==> config.mk <==
export PLATFORM = sky130hd
export DESIGN_NAME = sat_counter
export DESIGN_NICKNAME = d
export VERILOG_FILES = /design/src/rtl/sat_counter.sv
export SDC_FILE = /design/constraint.sdc
export NUM_CORES = 1
export LEC_CHECK = 0
export BUFFER_PORTS_ARGS = -buffer_cell sky130_fd_sc_hd__buf_2
export CAP_MARGIN = 20
export CORE_AREA = 2 2 39 41
export DETAILED_ROUTE_END_ITERATION = 16
export DIE_AREA = 0 0 41 43
export GPL_TIMING_DRIVEN = 0
export PLACE_DENSITY = 0.57
export SYNTH_ARGS = -nofsm -noshare
export SYNTH_HDL_FRONTEND = slang
export SYNTH_SLANG_ARGS = --single-unit
==> constraint.sdc <==
create_clock -name clk_i -period 1.8 [get_ports clk_i]
set_clock_uncertainty 0.05 [all_clocks]
set_input_delay 0.27 -clock clk_i [delete_from_list [all_inputs] [get_ports clk_i]]
set_output_delay 0.27 -clock clk_i [all_outputs]
set_load 0.02 [all_outputs]
==> src/rtl/sat_counter.sv <==
// rtl/sat_counter.sv - clear-priority saturating up-counter
module sat_counter #(
  parameter int W = 8
) (
  input  logic         clk_i,
  input  logic         rst_i,
  input  logic         inc_i,
  input  logic         clr_i,
  output logic [W-1:0] cnt_o
);

  // Clear beats increment; the count sticks at all-ones instead of wrapping
  always_ff @(posedge clk_i or negedge rst_i) begin
    if (!rst_i) begin
      cnt_o <= '0;
    end else if (clr_i) begin
      cnt_o <= '0;
    end else if (inc_i && (cnt_o != {W{1'b1}})) begin
      cnt_o <= cnt_o + W'(1);
    end
  end

endmodule

### Yosys cells after proc, flatten, opt, wreduce, memory -nomap -nowiden

Cells that the tools add are included.

| storage, ports and cells | value |
|---|---|
| flip-flop bits (word level) | 8 |

| cells by class | value |
|---|---|
| add/sub/neg operators | 1 |
| equality and inequality tests | 1 |
| multiplexer cells | 2 |
| reduce and logical (&&, ||, !) cells | 2 |

Operators with widths:

| cell | count |
|---|---|
| 2-to-1 mux 8 bit | 2 |
| adder 8 x 1 -> 8 bit, second input constant | 1 |
| inequality test 8 bit, second input constant | 1 |
| nonzero test 2 bit | 1 |
| logical AND 1 bit | 1 |

### Logic depth before layout (Yosys ltp)

Gate-level depths: netlist of the first run.

| logic depth | value |
|---|---|
| depth after elaboration | 4 |
| depth in mapped cells | 4 |

### Worst setup path after synthesis of the first run

No wires, ideal clock.

| path | value |
|---|---|
| path kind | register to register |
| start point | register cnt_o[0] |
| end point | register cnt_o[0] |
| data arrival time | 1.567 ns |
| data required time | 1.625 ns |
| setup slack | 0.059 ns |
| stages on the path, launching flop included | 5 |
| path buffers | 0 |
| period minus slack after synthesis | 1.741 ns |
| cell sequence | dfrtp_1 ha_1 and4_2 a21boi_1 mux2_2 |

| on the way | value |
|---|---|
| longest elaborated chain between the ends | 3 |

RTL lines:

| element | RTL line | text |
|---|---|---|
| start: declaration | 9 | `output logic [W-1:0] cnt_o` |
| start signal: assignment | 19 | `cnt_o <= cnt_o + W'(1);` |
| adder 8 x 1 -> 8 bit or inequality test 8 bit (tied branches) | 19, 18 |  |
| 2-to-1 mux 8 bit or logical AND 1 bit (tied branches) | 18 | `end else if (inc_i && (cnt_o != {W{1'b1}})) begin` |
| 2-to-1 mux 8 bit or nonzero test 2 bit (tied branches) | -- |  |

Parallel ways exist; a longest one is shown, timed or not. The select of a mux whose other input is x is not followed.
A chain may end at the register's enable or synchronous reset.

### Worst setup path in the final report of the first run

Ends and elaborated chain as after synthesis.

==> flow_summary.json, run 1 <==
{
  "r2r_start": "cnt_o[0]",
  "gp_congestion": 0.741,
  "drc": 0,
  "hold_viol_final": 0,
  "finalNetCount": 70,
  "die_h_um": 43,
  "wl_per_cell_um": 12.4,
  "p_leak_nw": 0.261,
  "pwr-share-clk": 0.383,
  "crit_type": "reg -> reg",
  "yosysSeqAreaShare": 0.431,
  "cp_top_family": "flip-flops",
  "dpl.cell_count": 75,
  "synth.most_common_cell": "dfrtp_1",
  "p_seq_frac": 0.512,
  "path_buf_inv": 0,
  "cts_sinks": 8,
  "finalPower_uw": 372,
  "area_growth_pct": 22.9,
  "tns_ns": 0,
  "initialDrtViolationCount": 15,
  "cts_buffer_depth": 2,
  "use_met3": 0.0942,
  "startpoint_type": "register",
  "crit_arrival_ns": 1.81,
  "diodes": 0,
  "clk_latency_ns": 0.26,
  "cts_tree": "done",
  "core-area_sq_um": 1380,
  "drv_slew": 0,
  "postSynthAreaPerCell_sq_um": 9.47,
  "grt_max_degree": 11,
  "antenna_found_initial": 0,
  "grt_pass1_vias": 384,
  "crit_path_max_fanout": 7,
  "r2r_cells": 4,
  "grtUsageMet1": 0.190,
  "worstPathCellList": "ha_1 -> and4_2 -> a21boi_2 -> mux2_2",
  "largestRegisters": "cnt_o (8)",
  "outcome": "finished, final reports clean",
  "dp_hpwl_um": 683,
  "largest_reg_flops": 8,
  "initial_core_util": 0.335,
  "cts_setup_buffers": 0,
  "hold_class": "in -> async",
  "vias_per_cell": 5.53,
  "synth_common_cells": "dfrtp_1, nor3_1, a21oi_1, nand2b_1, nor2b_1",
  "grt_first_pass_wirelength_um": 1660,
  "top_register": "cnt_o",
  "post-route-period-util": 0.955,
  "grt-busiest-layer": "met1",
  "rows": 14,
  "whs_ns": 0.333,
  "cap_violations": 0,
  "ys_warn_count": 0,
  "grt_use_met2": 0.181,
  "final_cells": 79,
  "internal-power_uw": 277,
  "clkTransAtPathRegs_ns": 0.06,
  "ioPinCount": 12,
  "fmax_mhz": 582,
  "vias": 437,
  "p_sw_frac": 0.255,
  "fp.dieW_um": 41,
  "p_per_area_nw_per_um2": 652,
  "tightest_slew_ns": 0.420,
  "ctsRootBufferMaster": "clkbuf_4",
  "grt-ovfl-total": 0,
  "fillers": 140,
  "drtAntennaViolNets": 0,
  "cts_max_level": 1,
  "track_usage": 0.145,
  "netlist-cell-type-count": 28,
  "slowest_delay_ns": 0.43,
  "syn_nets": 54,
  "ys_seq_elements": 8,
  "rr_endpoint": "cnt_o[0]",
  "p_comb_frac": 0.104,
  "die-area_sq_um": 1760,
  "synth_top_cell_area_share": 0.431,
  "rrSetupSlack_ns": 0.08,
  "numPortBuffers": 10,
  "cts_buffers": 3,
  "routed_wl_um": 976,
  "synth_edf_count": 0,
  "setup_violations": 0,
  "irDropWorstVdd_mv": 0.473,
  "drive_gt1_frac": 0.302,
  "worst_setup_path_end_kind": "register",
  "slowest_stage": "dfrtp_1",
  "relSlewSlack": 0.720,
  "grt_setup_unrepaired": "false",
  "power_switching_uw": 94.9,
  "ys.flop_type": "dfrtp_1",
  "required_ns": 1.89,
  "netlist.top_cell.by_area": "dfrtp_1",
  "syn_inst": 49,
  "synthTopCellsByArea": "dfrtp_1, mux2_2, nor3_1",
  "syn_area_sq_um": 464,
  "post-route-min-period_ns": 1.72,
  "first_pass_iters": 4,
  "synthArstFlopShare": 1.00
}
## layout make-up
| cell class | count | area, sq um | area share |
|---|---|---|---|
| Multi-Input combinational cell | 37 | 251 | 0.441 |
| Sequential cell | 8 | 200 | 0.351 |
| Timing Repair Buffer | 11 | 60.1 | 0.105 |
| Clock buffer | 3 | 22.5 | 0.0395 |
| Tap cell | 16 | 20.0 | 0.0351 |
| Buffer | 2 | 8.76 | 0.0154 |
| Inverter | 2 | 7.51 | 0.0132 |
## kinds of logic (layout without fill, tap and decap cells)
| logic type | after synthesis | after routing | synth area share |
|---|---|---|---|
| simple gates | 24 | 24 | 0.310 |
| flops | 8 | 8 | 0.431 |
| compound gates | 9 | 9 | 0.127 |
| mux | 3 | 3 | 0.0701 |
| buf+inv | 4 | 18 | 0.0350 |
| fa+ha+maj | 1 | 1 | 0.0269 |
## how the worst max path moves through the flow
stage,start,endpoint,slack [ns],cells after the start
2_1_floorplan,cnt_o[0],cnt_o[0],0.06,4
3_3_place_gp,cnt_o[0],cnt_o[0],0.05,4
3_5_place_dp,cnt_o[0],cnt_o[0],0.02,4
4_1_cts,cnt_o[0],cnt_o[0],0.01,4
5_1_grt,cnt_o[0],cnt_o[0],0.005,4
6_report,cnt_o[0],cnt_o[0],0.08,4
## power groups by stage
stage,registers [mW],clock network (mW),logic (mW)
floorplan,0.198,0,0.0183
global placement,0.193,0,0.0374
detailed placement,0.194,0,0.0376
CTS,0.190,0.147,0.0393
global route,0.192,0.159,0.0451
finish,0.190,0.143,0.0388
## metrics by stage
stage          utilization  setup WS [ns]  cell area (sq um)
3_3_place_gp         0.386         0.0469                534
3_5_place_dp         0.386         0.0203                534
6_report             0.412         0.0817                571
4_1_cts              0.410        0.00967                567
2_1_floorplan            -         0.0586                464
5_1_grt              0.412        0.00464                571
## worst reg2reg max path, stage by stage, from the launching register on
cell and delay (ns):
dfrtp_1 0.43, ha_1 0.30, and4_2 0.29, a21boi_2 0.19, mux2_2 0.35
## cells in the final DEF (no fill, tap or decap), types with 2 or more instances in the layout
cell,netlist,final
nand3_1,2,2
nor2_1,2,2
inv_1,2,2
clkbuf_4,0,3
nor3_1,4,4
nand2b_1,3,3
mux2_2,2,2
dfrtp_1,8,8
buf_2,1,11
a21oi_1,3,3
nor2b_1,3,3
nand2_1,2,2
## layer usage
layer,up-vias,share of wire
met1,208,0.48
met5,-,0
met2,15,0.42
met3,2,0.081
li1,212,-
met4,0,0.014
## timing repair
item | in CTS | in global routing
resized for setup | 0 | 1
hold endpoints to repair | 8 | 0
setup endpoints to repair | 0 | 1
hold buffers | 1 | 0
(Power assumes the default switching activity.)
==> inputs of run 2 (changes only) <==
PLACE_DENSITY = 0.59   (was 0.57)
clock period = 1.38 ns   (was 1.8 ns; I/O delays follow)
==> run 2 against run 1 <==
- the run now ends with negative setup slack left
- clock power increased by 27%
- flip-flop and latch count unchanged
- final cell count increased by 5.1%
- non-clock buffer count is 4 higher
- via count grew 4.6%
- fmax is 21% higher
- combinational power grew 96%
- clock-buffer cell count did not move
- critical path depth stayed put
- cell area grew 18%
- hold slack worse by 0.058 ns
- critical path type unchanged
- critical endpoint unchanged
- largest power group unchanged
==> flow_summary.json, run 2 (same netlist as run 1, synthesis figures left out) <==
{
  "relSlewSlack": 0.693,
  "die-area_sq_um": 1760,
  "dp_slack_ns": -0.149,
  "rr_endpoint": "cnt_o[0]",
  "required_ns": 1.47,
  "violations": "negative setup slack",
  "rrSetupSlack_ns": -0.04,
  "grt-ovfl-total": 0,
  "crit_type": "reg -> reg",
  "tns_ns": -0.0678,
  "grt_max_degree": 11,
  "vias_per_cell": 5.51,
  "p_leak_nw": 0.287,
  "crit_start": "cnt_o[0]",
  "clkTransAtPathRegs_ns": 0.06,
  "cts_tree": "done",
  "cts_sinks": 8,
  "setup_ws_ns": -0.0420,
  "core-area_sq_um": 1380,
  "cts_max_level": 1,
  "final_cell_mix": "buf_2, nor3_1, dfrtp_2, dfrtp_1, buf_4",
  "p_per_area_nw_per_um2": 750,
  "cap_violations": 0,
  "gp_congestion": 0.686,
  "postPlaceCellArea_sq_um": 558,
  "routed_wl_um": 1090,
  "slowest_stage": "dfrtp_2",
  "r2r_cells": 4,
  "drtAntennaViolNets": 0,
  "grt_pass1_vias": 390,
  "initial_core_util": 0.335,
  "finalNetCount": 74,
  "hold_viol_final": 0,
  "top_register": "cnt_o",
  "drive_gt1_frac": 0.522,
  "initialDrtViolationCount": 10,
  "first_pass_iters": 4,
  "worstPathCellList": "ha_4 -> and4_4 -> a21boi_4 -> mux2_4",
  "dp_hpwl_um": 707,
  "setup_violations": 2,
  "track_usage": 0.142,
  "post-route-min-period_ns": 1.42,
  "post-route-period-util": 1.03,
  "ctsRootBufferMaster": "clkbuf_4",
  "r2r_start": "cnt_o[0]",
  "final_cells": 83,
  "diodes": 0,
  "startpoint_type": "register",
  "numPortBuffers": 10,
  "cts_buffer_depth": 2,
  "drc": 0,
  "clk_latency_ns": 0.25,
  "fmax_mhz": 703,
  "design_area_sq_um": 674,
  "crit_path_max_fanout": 5,
  "vias": 457,
  "drv_slew": 0,
  "antenna_found_initial": 0,
  "crit_arrival_ns": 1.51,
  "dpl.cell_count": 75,
  "largest_reg_flops": 8,
  "cts_buffers": 3,
  "fillers": 130,
  "fp.dieW_um": 41,
  "critical_path.endpoint": "cnt_o[0]",
  "hold_class": "in -> async",
  "grt_first_pass_wirelength_um": 1690,
  "rows": 14,
  "slowest_delay_ns": 0.42,
  "area_growth_pct": 45.3,
  "ioPinCount": 12,
  "grt_setup_unrepaired": "true",
  "whs_ns": 0.275,
  "layout_commonest_cell": "buf_2",
  "largestRegisters": "cnt_o (8)",
  "wl_per_cell_um": 13.1,
  "tightest_slew_ns": 0.461,
  "die_h_um": 43,
  "irDropWorstVdd_mv": 0.378,
  "worst_setup_path_end_kind": "register",
  "outcome": "finished with violations"
}
[run 2: changes by cell type in the layout (fill, tap and decap cells not counted), moves of 2 or more]
cell | before | now
mux2_4 | 0 | 2
dfrtp_2 | 0 | 4
dfrtp_1 | 8 | 4
buf_4 | 0 | 4
mux2_2 | 2 | 0
[run 2: power by group]
group / total, mW / internal, mW / switching, mW
Clock: 0.182 / 0.0997 / 0.0822
Sequential: 0.248 / 0.241 / 0.00644
Combinational: 0.0760 / 0.0357 / 0.0403
[run 2: worst min path at each step]
stage,start,end,slack (ns),cells after the start
floorplan,rst_i,cnt_o[0],-0.14,0
global placement,rst_i,cnt_o[7],0.02,1
detailed placement,rst_i,cnt_o[7],0.02,1
CTS,rst_i,cnt_o[7],0.28,2
global route,rst_i,cnt_o[7],0.30,2
finish,rst_i,cnt_o[6],0.28,2
[run 2: worst max-delay path, delay by kind of cell (launching register included)]
kind                     cells  cell delay [ns]
multiplexers                 1             0.31
flip-flops                   1             0.42
AND/OR/NAND/NOR              1             0.21
AO/OA/AOI/OAI                1             0.15
adder cells (fa/ha/maj)      1             0.17
[run 2: through the flow]
| step | utilization | power, mW |
|---|---|---|
| floorplan | - | 0.290 |
| global placement | 0.403 | 0.310 |
| detailed placement | 0.403 | 0.311 |
| CTS | 0.464 | 0.511 |
| global route | 0.487 | 0.539 |
| finish | 0.487 | 0.506 |
[run 2: area by class of cell]
type | count | area [sq um] | share of cell area
multi-input combinational | 37 | 320 | 0.475
timing repair buffer | 15 | 90.1 | 0.134
tap | 16 | 20.0 | 0.0297
buffer | 2 | 8.76 | 0.0130
inverter | 2 | 7.51 | 0.0111
sequential | 8 | 205 | 0.304
clock buffer | 3 | 22.5 | 0.0334
[run 2: repair_timing]
item / in CTS / in global routing
gates cloned: 0 / 0
hold buffers: 1 / 0
hold endpoints to repair: 8 / 0
buffers inserted: 4 / 0
resized for setup: 5 / 8
pin swaps: 3 / 1
setup endpoints to repair: 4 / 5
[run 2: layer usage]
layer / global-route usage / part of all wire
met4: 0.100 / 0.0082
met5: 0 / 0
met3: 0.0314 / 0.054
met1: 0.212 / 0.47
met2: 0.172 / 0.46
